[config.mk]
export PLATFORM = sky130hd
export DESIGN_NAME = arcade_score_tracker
export DESIGN_NICKNAME = d
export VERILOG_FILES = /design/src/rtl/arcade_score_tracker.sv
export SDC_FILE = /design/constraint.sdc
export NUM_CORES = 1
export LEC_CHECK = 0
export CORE_MARGIN = 1.5
export CORE_UTILIZATION = 46
export DETAILED_ROUTE_END_ITERATION = 16
export PLACE_DENSITY = 0.76
export SLEW_MARGIN = 25
export SYNTH_ARGS = -nofsm -noshare
export SYNTH_HDL_FRONTEND = slang
export SYNTH_SLANG_ARGS = --single-unit
[constraint.sdc]
create_clock -name clk -period 2.6 [get_ports clk]
set_input_delay 0.52 -clock clk [delete_from_list [all_inputs] [get_ports clk]]
set_output_delay 0.52 -clock clk [all_outputs]
set_load 0.02 [all_outputs]
[src/rtl/arcade_score_tracker.sv]
// Binary Arcade score tracker: counts hits and misses, tracks hit streaks, and
// runs a restartable game that ends in WIN or LOSE.
module arcade_score_tracker #(
  parameter int unsigned DATA_W     = 4,
  parameter int unsigned WIN_SCORE  = 10,
  parameter int unsigned MAX_MISSES = 5,
  parameter int unsigned SCORE_W    = 4,
  parameter int unsigned MISS_W     = 3
) (
  input  logic              clk,
  input  logic              reset,
  input  logic              start,
  input  logic              guess_valid,
  input  logic [DATA_W-1:0] user_input,
  input  logic [DATA_W-1:0] random_number,
  output logic              guess_ready,
  output logic [SCORE_W-1:0] score,
  output logic [MISS_W-1:0]  misses,
  output logic [SCORE_W-1:0] streak,
  output logic [SCORE_W-1:0] best_streak,
  output logic              hit,
  output logic              miss,
  output logic [1:0]        state,
  output logic              win,
  output logic              lose
);

  localparam logic [SCORE_W-1:0] WIN_LIMIT  = SCORE_W'(WIN_SCORE);
  localparam logic [MISS_W-1:0]  MISS_LIMIT = MISS_W'(MAX_MISSES);

  typedef enum logic [1:0] {
    ST_IDLE = 2'd0,
    ST_PLAY = 2'd1,
    ST_WIN  = 2'd2,
    ST_LOSE = 2'd3
  } state_t;

  state_t             state_q, state_d;
  logic [SCORE_W-1:0] score_q, score_d;
  logic [MISS_W-1:0]  misses_q, misses_d;
  logic [SCORE_W-1:0] streak_q, streak_d;
  logic [SCORE_W-1:0] best_q, best_d;
  logic               hit_q, hit_d;
  logic               miss_q, miss_d;

  logic               accept;
  logic               match;
  logic [SCORE_W-1:0] score_inc;
  logic [SCORE_W-1:0] streak_inc;
  logic [MISS_W-1:0]  misses_inc;

  assign accept     = guess_valid && (state_q == ST_PLAY) && !start;
  assign match      = (user_input == random_number);
  assign score_inc  = score_q + SCORE_W'(1);
  assign streak_inc = streak_q + SCORE_W'(1);
  assign misses_inc = misses_q + MISS_W'(1);

  // State register
  always_ff @(posedge clk or negedge reset) begin
    if (!reset) state_q <= ST_IDLE;
    else        state_q <= state_d;
  end

  // Next-state and next counter values; start outranks any concurrent guess
  always_comb begin
    state_d  = state_q;
    score_d  = score_q;
    misses_d = misses_q;
    streak_d = streak_q;
    best_d   = best_q;
    hit_d    = 1'b0;
    miss_d   = 1'b0;
    if (start) begin
      state_d  = ST_PLAY;
      score_d  = '0;
      misses_d = '0;
      streak_d = '0;
    end else if (accept) begin
      if (match) begin
        score_d  = score_inc;
        streak_d = streak_inc;
        best_d   = (streak_inc > best_q) ? streak_inc : best_q;
        hit_d    = 1'b1;
        if (score_inc == WIN_LIMIT) state_d = ST_WIN;
      end else begin
        misses_d = misses_inc;
        streak_d = '0;
        miss_d   = 1'b1;
        if (misses_inc == MISS_LIMIT) state_d = ST_LOSE;
      end
    end
  end

  // Counter and pulse registers
  always_ff @(posedge clk or negedge reset) begin
    if (!reset) begin
      score_q  <= '0;
      misses_q <= '0;
      streak_q <= '0;
      best_q   <= '0;
      hit_q    <= 1'b0;
      miss_q   <= 1'b0;
    end else begin
      score_q  <= score_d;
      misses_q <= misses_d;
      streak_q <= streak_d;
      best_q   <= best_d;
      hit_q    <= hit_d;
      miss_q   <= miss_d;
    end
  end

  assign state       = state_q;
  assign score       = score_q;
  assign misses      = misses_q;
  assign streak      = streak_q;
  assign best_streak = best_q;
  assign hit         = hit_q;
  assign miss        = miss_q;
  assign guess_ready = (state_q == ST_PLAY);
  assign win         = (state_q == ST_WIN);
  assign lose        = (state_q == ST_LOSE);

endmodule

==> reports/qor.yml <==
die:
  num_io_pins: 34
  die_w_um: 53.1
  placementRows: 17
  die_h_um: 53.1
  start_util_pct: 50.2
  die_area_um2: 2810
  coreArea_um2: 2300
setup_path:
  reg2reg_depth: 7
  cp_num_buf_inv: 0
  cp_max_fo: 6
  crit_required_ns: 2.80
  cpMostUsedCell: "ha_1"
  critical_path.top_delay_family: "adder cells"
  crit_arrival_ns: 2.44
  worstSetupPathType: "flip-flop to flip-flop"
  startpoint_type: "flip-flop"
  crit_path_end_kind: "flip-flop"
  worst-path-stages: 7
  cp_slowest_cell: "dfrtp_1"
  path_cells: "ha_1 -> xor2_1 -> ha_1 -> nand4_1 -> nand2_1 -> a211oi_2 -> mux2_2"
  critPathMaxStageDelay_ns: 0.46
cells_and_area:
  nets: 163
  fin_util_pct: 67.3
  syn2layout_area_growth_pct: 34.2
  diodes: 0
  drive_gt1_share_pct: 16.3
logic_synthesis:
  yosysSeqAreaShare_pct: 41.3
  yosysUniqueCellTypes: 37
  syn_area_um2: 1150
  async_flop_share_pct: 100
  synth_common_cells: "dfrtp_1 (19), ha_1 (9), inv_1 (8)"
  synth-seq-cells: 19
  synthesis.nets: 126
  synth_edf_count: 0
  synth_area_leader_cell: "dfrtp_1"
  netlist_instances: 105
  yosysTopAreaCellShare_pct: 41.3
  synth-main-ff-cell: "dfrtp_1"
  synth_area_per_cell_um2: 11.0
  ys_warn_count: 0
  synth_most_common_cell: "dfrtp_1"
  synth_area_leaders: "dfrtp_1 (41%), ha_1 (9.8%), mux2_2 (5.9%)"
hold_path:
  hp-class: "input pin to asynchronous set/reset pin"
sta:
  drv_slew: 0
  post-route-min-period_ns: 2.23
  slew_headroom_pct: 75.3
  fin_setup_tns_ns: 0
  setup-violations-final: 0
  finClkSkew_ns: 0.00407
  fmax_ghz: 0.447
  final.period_utilization_pct: 86.0
  tightest_slew_ns: 0.370
  hold_viol: 0
  rsz0062_at_grt: "no"
status:
  status: "complete, no violations"
cts:
  clk_transition_reported_paths_ns: 0.11
  clock_sinks: 19
  cts-htree-levels: 1
  clk_path_buf_depth: 2
  clk_latency_ns: 0.31
  cts_hold_buf: 0
  numCtsBuffers: 3
  cts_resized: 0
  post_cts_buffers: 0
  cts_tree: "yes"
  clock-root-buffer: "clkbuf_4"
power:
  powerDensity_nw_per_um2: 362
  p_leak_nw: 0.656
  irDropWorstVdd_mv: 0.305
place:
  place_congestion: 0.772
  numPortBuffers: 33
  dpl.hpwl_mm: 1.82
detailed_routing:
  wire_per_inst_um: 13.9
  vias: 936
  drt-total-wl_mm: 2.35
  vias_per_cell: 5.54
  antenna_left: 0
  first_pass_iters: 4
  drc: 0
  first_iter_violations: 14
grt:
  grt.overflow.total: 0
  grt_antenna_before_repair: 0
  grt_max_degree: 20
  grt.total_usage_pct: 20.5
  grt_pass1_vias: 968
  grt_pass1_wl_mm: 4.13
job:
  drv_cap: 0
[worst paths after layout]
| path | start | endpoint | slack (ns) |
|---|---|---|---|
| hold reg to reg | best_streak[1] | best_streak[1] | 0.55 |
| hold / removal | reset | score[3] | 0.53 |
| setup / recovery | streak[0] | best_streak[2] | 0.37 |
| max in group asynchronous | reset | streak[1] | 1.87 |
| setup reg to reg | streak[0] | best_streak[2] | 0.37 |
| min in group clk | best_streak[1] | best_streak[1] | 0.55 |
[flip-flops by register name, indices dropped and copies added, names as in the netlist]
name         cells
best_streak      4
score            4
streak           4
misses           3
state            2
hit              1
miss             1
[area by class of cell]
| type | instances | area (um2) |
|---|---|---|
| repair buffers | 35 | 345 |
| clock inverters | 1 | 5.00 |
| inverters | 8 | 30.0 |
| fillers | 202 | 751 |
| multi-input cells | 75 | 633 |
| clock buffers | 3 | 22.5 |
| flip-flops and latches | 19 | 475 |
| well taps | 28 | 35.0 |
[cell families after synthesis]
logic type | Yosys count | synth area share (%)
compound gates | 22 | 13.6
mux | 7 | 6.73
flops | 19 | 41.3
simple gates | 30 | 16.9
fa+ha+maj | 9 | 9.77
buf+inv | 11 | 3.80
xor+xnor | 7 | 7.93
[metal layers]
layer / vias to the layer above / share of wire [%] / wire (um) / global-route usage (%)
met5: - / 0 / 0 / 0
met4: 0 / 1.7 / 40 / 9.83
met3: 6 / 4.9 / 116 / 5.93
met2: 33 / 52 / 1210 / 34.8
met1: 446 / 42 / 979 / 23.5
li1: 451 / - / - / -
[layout by cell type (no fill, tap or decap), drive strengths merged, types with 2 or more instances in the layout]
master	synthesis	routed
o2111ai	2	2
nor2	4	4
nor3	2	2
mux2	6	6
xor2	2	2
nor2b	3	3
o21ai	3	3
clkbuf	1	3
buf	2	2
dfrtp	19	19
a22o	3	3
xnor2	5	5
nand4	2	2
clkdlybuf4s50	0	33
inv	8	8
nand2	3	3
a21oi	7	7
nand3	7	7
ha	9	9
and2	2	2
[metrics by stage]
| step | cells | total power [mW] | hold WS (ns) | worst slack, ns | instance area, um2 |
|---|---|---|---|---|---|
| after floorplan | 105 | 0.363 | 0.224 | 0.459 | 1150 |
| after global placement | 165 | 0.409 | 0.521 | 0.354 | 1520 |
| after detailed placement | 165 | 0.413 | 0.528 | 0.334 | 1520 |
| after CTS | 169 | 0.565 | 0.541 | 0.361 | 1550 |
| after global routing | 169 | 0.590 | 0.556 | 0.240 | 1550 |
| final | 169 | 0.560 | 0.533 | 0.365 | 1550 |
[report_power, final]
group	internal (mW)	switching (mW)
Sequential	0.301	0.00666
Clock	0.0575	0.0957
Combinational	0.0479	0.0512
Total	0.406	0.153
No activity file was read; power rests on OpenSTA's default activity.
